==> src/rtl/can_pkg.sv <==
// Shared CAN controller constants and types.
package can_pkg;

    localparam int unsigned CRC15_W = 15;
    localparam logic [CRC15_W-1:0] CRC15_POLY = 15'h4599;
    localparam int unsigned CAN_MAX_BITS = 103;

    typedef enum logic [1:0] {
        StIdle,
        StData,
        StCrc
    } crc_chk_state_t;

endpackage

==> src/rtl/can_crc15_step.sv <==
// Single-bit serial CRC-15 update; shared by the receive checker and the transmit serial path.
module can_crc15_step
    import can_pkg::*;
#(
    parameter logic [CRC15_W-1:0] POLY = CRC15_POLY
) (
    input  logic [CRC15_W-1:0] crc,
    input  logic               data,
    output logic [CRC15_W-1:0] next_crc
);

    logic fb;

    assign fb       = data ^ crc[CRC15_W-1];
    assign next_crc = {crc[CRC15_W-2:0], 1'b0} ^ (fb ? POLY : '0);

endmodule

==> src/rtl/can_crc15_rx_check.sv <==
// Receive-side CRC-15 checker: accumulates the frame CRC, captures the received CRC sequence
// and issues a one-cycle verdict or framing-error pulse.
module can_crc15_rx_check
    import can_pkg::*;
#(
    parameter logic [CRC15_W-1:0] INIT     = 15'h0000,
    parameter logic [CRC15_W-1:0] POLY     = CRC15_POLY,
    parameter int unsigned        MAX_BITS = CAN_MAX_BITS
) (
    input  logic               clk,
    input  logic               rst,
    input  logic               frame_start,
    input  logic               abort,
    input  logic               bit_valid,
    input  logic               bit_in,
    input  logic               bit_is_crc,
    output logic [CRC15_W-1:0] crc_calc,
    output logic [CRC15_W-1:0] crc_rx,
    output logic [6:0]         data_bits,
    output logic               busy,
    output logic               check_done,
    output logic               crc_ok,
    output logic               fmt_err
);

    localparam logic [6:0] MaxBits = 7'(MAX_BITS);

    crc_chk_state_t state_q, state_d, state_b;

    logic [CRC15_W-1:0] crc_q, crc_d, crc_base, crc_stepped;
    logic [CRC15_W-1:0] crc_calc_q, crc_calc_d;
    logic [CRC15_W-1:0] crc_rx_q, crc_rx_d, rx_base, rx_shifted;
    logic [6:0]         data_bits_q, data_bits_d, nbits_base;
    logic [3:0]         crc_cnt_q, crc_cnt_d;
    logic               check_done_q, check_done_d;
    logic               crc_ok_q, crc_ok_d;
    logic               fmt_err_q, fmt_err_d;

    // A start in the same cycle as a bit makes that bit step from INIT (SOF handling).
    assign crc_base = frame_start ? INIT : crc_q;

    can_crc15_step #(
        .POLY(POLY)
    ) u_step (
        .crc     (crc_base),
        .data    (bit_in),
        .next_crc(crc_stepped)
    );

    always_comb begin
        state_d      = state_q;
        crc_d        = crc_q;
        crc_calc_d   = crc_calc_q;
        crc_rx_d     = crc_rx_q;
        data_bits_d  = data_bits_q;
        crc_cnt_d    = crc_cnt_q;
        check_done_d = 1'b0;
        crc_ok_d     = crc_ok_q;
        fmt_err_d    = 1'b0;
        state_b      = state_q;
        rx_base      = crc_rx_q;
        nbits_base   = data_bits_q;

        if (frame_start) begin
            state_b    = StData;
            rx_base    = '0;
            nbits_base = '0;
        end
        rx_shifted = {rx_base[CRC15_W-2:0], bit_in};

        if (abort) begin
            state_d = StIdle;
        end else begin
            state_d     = state_b;
            crc_d       = crc_base;
            crc_rx_d    = rx_base;
            data_bits_d = nbits_base;
            if (bit_valid) begin
                unique case (state_b)
                    StData: begin
                        if (!bit_is_crc) begin
                            if (nbits_base == MaxBits) begin
                                fmt_err_d = 1'b1;
                                state_d   = StIdle;
                            end else begin
                                crc_d       = crc_stepped;
                                data_bits_d = nbits_base + 7'd1;
                            end
                        end else begin
                            crc_calc_d = crc_base;
                            crc_rx_d   = rx_shifted;
                            crc_cnt_d  = 4'd1;
                            state_d    = StCrc;
                        end
                    end
                    StCrc: begin
                        if (bit_is_crc) begin
                            crc_rx_d = rx_shifted;
                            if (crc_cnt_q == 4'd14) begin
                                check_done_d = 1'b1;
                                crc_ok_d     = (rx_shifted == crc_calc_q);
                                crc_cnt_d    = 4'd0;
                                state_d      = StIdle;
                            end else begin
                                crc_cnt_d = crc_cnt_q + 4'd1;
                            end
                        end else begin
                            fmt_err_d = 1'b1;
                            state_d   = StIdle;
                        end
                    end
                    default: ;
                endcase
            end
        end
    end

    always_ff @(posedge clk) begin
        if (rst) begin
            state_q      <= StIdle;
            crc_q        <= INIT;
            crc_calc_q   <= '0;
            crc_rx_q     <= '0;
            data_bits_q  <= '0;
            crc_cnt_q    <= '0;
            check_done_q <= 1'b0;
            crc_ok_q     <= 1'b0;
            fmt_err_q    <= 1'b0;
        end else begin
            state_q      <= state_d;
            crc_q        <= crc_d;
            crc_calc_q   <= crc_calc_d;
            crc_rx_q     <= crc_rx_d;
            data_bits_q  <= data_bits_d;
            crc_cnt_q    <= crc_cnt_d;
            check_done_q <= check_done_d;
            crc_ok_q     <= crc_ok_d;
            fmt_err_q    <= fmt_err_d;
        end
    end

    assign crc_calc   = crc_calc_q;
    assign crc_rx     = crc_rx_q;
    assign data_bits  = data_bits_q;
    assign busy       = (state_q != StIdle);
    assign check_done = check_done_q;
    assign crc_ok     = crc_ok_q;
    assign fmt_err    = fmt_err_q;

endmodule

==> config.mk <==
export PLATFORM = sky130hd
export DESIGN_NAME = can_crc15_rx_check
export DESIGN_NICKNAME = d
export VERILOG_FILES = /design/src/rtl/can_pkg.sv /design/src/rtl/can_crc15_step.sv /design/src/rtl/can_crc15_rx_check.sv
export SDC_FILE = /design/constraint.sdc
export NUM_CORES = 1
export LEC_CHECK = 0
export ABC_AREA = 1
export CAP_MARGIN = 20
export CORE_MARGIN = 2
export CORE_UTILIZATION = 49
export DETAILED_ROUTE_END_ITERATION = 12
export PLACE_DENSITY = 0.76
export SKIP_CTS_REPAIR_TIMING = 1
export SLEW_MARGIN = 0
export SYNTH_ARGS = -nofsm -noshare
export SYNTH_HDL_FRONTEND = slang
export SYNTH_SLANG_ARGS = --single-unit
==> constraint.sdc <==
create_clock -name clk -period 2.4 [get_ports clk]
set_clock_uncertainty 0.1 [all_clocks]
set_input_delay 0.48 -clock clk [delete_from_list [all_inputs] [get_ports clk]]
set_output_delay 0.48 -clock clk [all_outputs]
set_load 0.05 [all_outputs]
* Word level (Yosys, flattened, before mapping)
Index checks and enable logic that the tools add are counted.
Storage, ports and cells: logic and storage cells 64, register bits after elaboration 61
Operators by class: reductions and logical operators 9, eq/ne operators 7, mux-type cells 31, add/subtract/negate cells 2, bitwise operators 6
Operator list (count):
- 15-bit two-way mux | 10
- 7-bit two-way mux | 5
- 15-bit == test | 1
- 15-bit bitwise XOR | 1
- 2-bit two-way mux | 6
- 4-bit two-way mux | 3
- 5-bit AND reduction | 2
- 4-bit one-hot mux with 2 select lines | 1
- 7-bit by 1-bit adder with 7-bit output, second input constant | 1
- 7-bit == test, second input constant | 1
- 5-bit OR reduction | 1
- 4-bit by 1-bit adder with 4-bit output, second input constant | 1
- 4-bit == test, second input constant | 1
- 1-bit two-way mux | 4
- 2-bit inequality test, second input constant | 2
- 1-bit NOT | 4
- 2-bit one-hot mux with 2 select lines | 1
- 4-bit AND reduction | 1
- 2-bit nonzero test | 2
- 2-bit OR reduction | 2
- 3-bit OR reduction | 1
- 2-bit by 1-bit == test with 1-bit output, second input constant | 1
- 2-bit == test, second input constant | 1
- 1-bit one-hot mux with 2 select lines | 1
- 1-bit bitwise XOR | 1

* Longest topological paths before layout
depth after elaboration 8, depth in mapped cells 13, gate-level depth less buffers 11

* Cells and area by module
From an unflattened synthesis, not the netlist that was laid out.
Unflattened totals: cell total of the unflattened synthesis 536, area, all modules 3467.1 um^2
By module, submodules not included:
- can_crc15_rx_check | sequential area each 1221.2 um^2, area an instance 3268.1 um^2, instances 1, cells an instance 496
- can_crc15_step | sequential area each 0.0 um^2, area an instance 198.9 um^2, instances 1, cells an instance 40

* Worst setup path after synthesis
No wires, ideal clock.
kind input port to flip-flop, start input port frame_start, end register crc_q[11], cell stages on the path 13, slack -23 ps, arrival time 2198 ps, path buffers 3, required time 2175 ps, cell sequence buf_2 -> clkbuf_1 -> nor2_1 -> inv_1 -> ha_1 -> inv_2 -> nor3_4 -> inv_2 -> nor2_4 -> buf_6 -> nand2_1 -> nand3_1 -> o21ai_0
Between the ends: longest elaborated chain between the ends 6
Ends and longest elaborated chain:
- start, declared | line can_crc15_rx_check.sv:12 | input logic frame_start,
- 7-bit two-way mux or 15-bit two-way mux (tied branches) | line can_crc15_rx_check.sv:64, can_crc15_rx_check.sv:40
- 7-bit == test or 15-bit bitwise XOR (tied branches) | line can_crc15_rx_check.sv:82, can_crc15_step.sv:15
- 15-bit two-way mux | line can_crc15_rx_check.sv:82 | if (nbits_base == MaxBits) begin
- 15-bit two-way mux | line can_crc15_rx_check.sv:81 | if (!bit_is_crc) begin
- 15-bit two-way mux | line can_crc15_rx_check.sv:79 | unique case (state_b)
- 15-bit two-way mux (*) | line can_crc15_rx_check.sv:78 | if (bit_valid) begin
- end signal, assigned | line can_crc15_rx_check.sv:131 | crc_q <= crc_d;
- end, declared | line can_crc15_rx_check.sv:30 | logic [CRC15_W-1:0] crc_q, crc_d, crc_base, crc_stepped;
Mark *: on every way between the ends. The rest lies on a longest branch, timed or not. A chain may end at the register's enable or synchronous reset.

* Worst setup path after layout
start input port frame_start, end register crc_q[8]
Between the ends: longest elaborated chain between the ends 8
Ends and longest elaborated chain:
- 15-bit two-way mux | line can_crc15_rx_check.sv:40 | assign crc_base = frame_start ? INIT : crc_q;
- 1-bit bitwise XOR | line can_crc15_step.sv:14 | assign fb = data ^ crc[CRC15_W-1];
- 15-bit two-way mux | line can_crc15_step.sv:15 | assign next_crc = {crc[CRC15_W-2:0], 1'b0} ^ (fb ? POLY : '0);
- 15-bit bitwise XOR | line can_crc15_step.sv:15
- 15-bit two-way mux | line can_crc15_rx_check.sv:82
- 15-bit two-way mux | line can_crc15_rx_check.sv:81
- 15-bit two-way mux | line can_crc15_rx_check.sv:79
- 15-bit two-way mux (*) | line can_crc15_rx_check.sv:78
Marked as above.

==> flow_summary.json <==
{
  "synth_simple_gate_area_share_pct": 32.4,
  "synth_cells": 511,
  "finalCriticalPeriod_ps": 2240,
  "synth_top_family_by_area": "simple AND/OR/NAND/NOR gates",
  "yosysSeqAreaShare_pct": 36.4,
  "p_per_area_mw_per_mm2": 560,
  "clock_path_buffers": 2,
  "cts_tree": "done",
  "synthXorXnorAreaFrac_pct": 0.261,
  "min_period_over_period_pct": 93.3,
  "dp_hpwl_mm": 6.64,
  "first_pass_iters": 5,
  "synthAdderAreaFrac_pct": 1.87,
  "dominantRegCellSynth": "dfxtp_1",
  "grt_start_max_net_pins": 31,
  "drc": 0,
  "final_nets": 597,
  "syn_nets": 523,
  "vias_per_cell": 5.53,
  "grt_usage_pct": 26.3,
  "ys_warn_count": 0,
  "maxSlewHeadroom_pct": 62.6,
  "ys_seq_elements": 61,
  "synthArstFlopShare_pct": 0,
  "grt_pass1_vias": 3398,
  "area_delta_synth_final_pct": 29.2,
  "final-setup-viol-count": 0,
  "synth_area_mm2": 0.00335,
  "rsz0062_at_grt": "false",
  "grt_pass1_wl_mm": 15.5,
  "max_freq_ghz": 0.447,
  "startpoint": "frame_start",
  "fill_cells": 577,
  "cp_slowest_cell": "clkdlybuf4s50_1",
  "rows": 30,
  "required_ps": 2500,
  "final_layout_size_suffix_gt1_share_pct": 11.7,
  "antenna_found_initial": 0,
  "initialDrtViolationCount": 309,
  "final_cell_area_mm2": 0.00433,
  "r2r-start": "state_q[0]$_SDFF_PP0_",
  "clk_pin_slew_ps": 80,
  "critPathLaunchType": "primary input",
  "grt_overflow_total": 0,
  "numPortBuffers": 47,
  "vdd_drop_max_v": 0.000294,
  "holdCritPathClass": "reg2reg",
  "cts_sinks": 61,
  "drt-total-wl_mm": 9.39,
  "insertion_delay_ps": 350,
  "synth-compound-area-share_pct": 17.4,
  "fp.dieW_um": 86.7,
  "final_antenna_net_count": 0,
  "crit_type": "in2reg",
  "synth.distinct_cells": 30,
  "crit_arrival_ps": 2340,
  "placed_area_mm2": 0.00413,
  "slowest_delay_ps": 540,
  "die-area_mm2": 0.00752,
  "wire_per_inst_um": 14.0,
  "worstPathCellList": "clkdlybuf4s50_1, buf_4, inv_2, nand2_1, inv_1, ha_1, nand2_1, nor2_4, nor2_4, buf_12, nand3_1, nand3_1, o21ai_0",
  "start_util_pct": 49.9,
  "gp_congestion": 0.874,
  "maxCapViolCount": 0,
  "h-tree-depth": 3,
  "outcome": "complete, no violations",
  "cp-end-kind": "flip-flop",
  "worstHoldStart": "crc_ok$_SDFFE_PP0P_",
  "core_mm2": 0.00672,
  "muxShareOfSynthArea_pct": 0,
  "hold_violations": 0,
  "antennaDiodeCount": 0,
  "drv_slew": 0,
  "cts_root_buf": "clkbuf_8",
  "die_y_um": 86.7,
  "dr_total_vias": 3705,
  "synth_edf_count": 0,
  "finalPower_w": 0.00242,
  "critPathMaxFanout": 17,
  "ios": 48,
  "worst_pin_slew_ps": 559,
  "avgSynthCellArea_um2": 6.56,
  "p_leak_nw": 1.77,
  "cts_buffers": 9
}
[registers in the layout (all words and copies together) (netlist names)]
name,count
state_q,2
check_done,1
data_bits,7
crc_q,15
crc_cnt_q,4
crc_ok,1
crc_rx,15
crc_calc,15
fmt_err,1
[cell families (layout without fill, tap and decap cells)]
group / count (synthesis) / in the layout
adder cells (fa/ha/maj): 5 / 5
AND/OR/NAND/NOR: 249 / 249
XOR/XNOR: 1 / 1
buffers and inverters: 92 / 171
flip-flops: 61 / 61
AO/OA/AOI/OAI: 103 / 103
[per-layer routing]
layer	GRT usage [%]	wire (um)	vias up	part of all wire, %
met5	0	0	-	0
met4	11.9	224	0	2.4
met3	3.71	626	19	6.7
met2	42.4	4400	164	47
met1	35.0	4150	1697	44
li1	-	-	1825	-
[power breakdown]
group | total (W) | switching, W | internal, W
Clock | 0.000938 | 0.000455 | 0.000482
Combinational | 0.000414 | 0.000269 | 0.000144
Sequential | 0.00107 | 0.0000273 | 0.00104
Total | 0.00242 | 0.000752 | 0.00167
[per-stage QoR]
step	hold WS, ps	worst slack, ps	setup TNS [ps]	util [%]	instances
detailed placement	356	-183	-4760	61.5	654
global route	396	36.4	0	64.4	670
CTS	367	169	0	64.4	670
global placement	352	-158	-3540	61.5	654
finish	368	161	0	64.4	670
floorplan	341	77.9	0	-	511
[cell usage in the layout, fill, tap and decap left out, types with 6 or more instances in the layout]
| master | instances |
|---|---|
| o21ai_0 | 48 |
| nor2_1 | 50 |
| buf_4 | 38 |
| nand4_1 | 6 |
| a21oi_1 | 38 |
| nor3_1 | 6 |
| nand2_1 | 119 |
| nand3_1 | 56 |
| a32o_1 | 11 |
| dfxtp_1 | 61 |
| clkbuf_8 | 9 |
| inv_1 | 62 |
| clkdlybuf4s50_1 | 47 |
[worst paths after layout]
| path | end | slack (ps) | cells after the start |
|---|---|---|---|
| worst max-delay path | crc_q[8]$_SDFFE_PP0N_ | 160 | 13 |
| worst min-delay path | crc_ok$_SDFFE_PP0P_ | 370 | 2 |
| worst max register to register | crc_rx[1]$_SDFFE_PP0N_ | 520 | 7 |
| worst min register to register | crc_ok$_SDFFE_PP0P_ | 370 | 2 |
[layout make-up]
type	count	area, um^2	share of cell area (%)
timing repair buffer	88	816	18.8
clock buffer	9	124	2.86
tap	80	100	2.31
inverter	67	251	5.81
clock inverter	7	75.1	1.73
multi-input combinational	358	1740	40.2
sequential	61	1220	28.2
[synthesized netlist by cell type (2+ instances only)]
cell,count,area share (%)
inv_1,62,6.9
clkbuf_1,11,1.2
dfxtp_1,61,36
o21ai_0,48,7.2
nor2_4,3,1.0
nor2_1,50,5.6
nand3_1,56,8.4
buf_6,3,1.0
a32o_1,11,3.3
nand3b_1,4,0.90
buf_4,3,0.67
nand4_1,6,1.1
a21oi_1,38,5.7
nand2_1,119,13
buf_2,8,1.2
inv_2,4,0.45
ha_1,5,1.9
a31oi_1,2,0.37
nor3_1,6,0.90
[critical path, delay by kind of cell]
kind | cells | cell delay (ps)
AOI/OAI and AO/OA | 1 | 80
adders and majority gates | 1 | 200
buffers and inverters | 5 | 1030
and+or+nand+nor | 6 | 550
(Power assumes the default switching activity.)
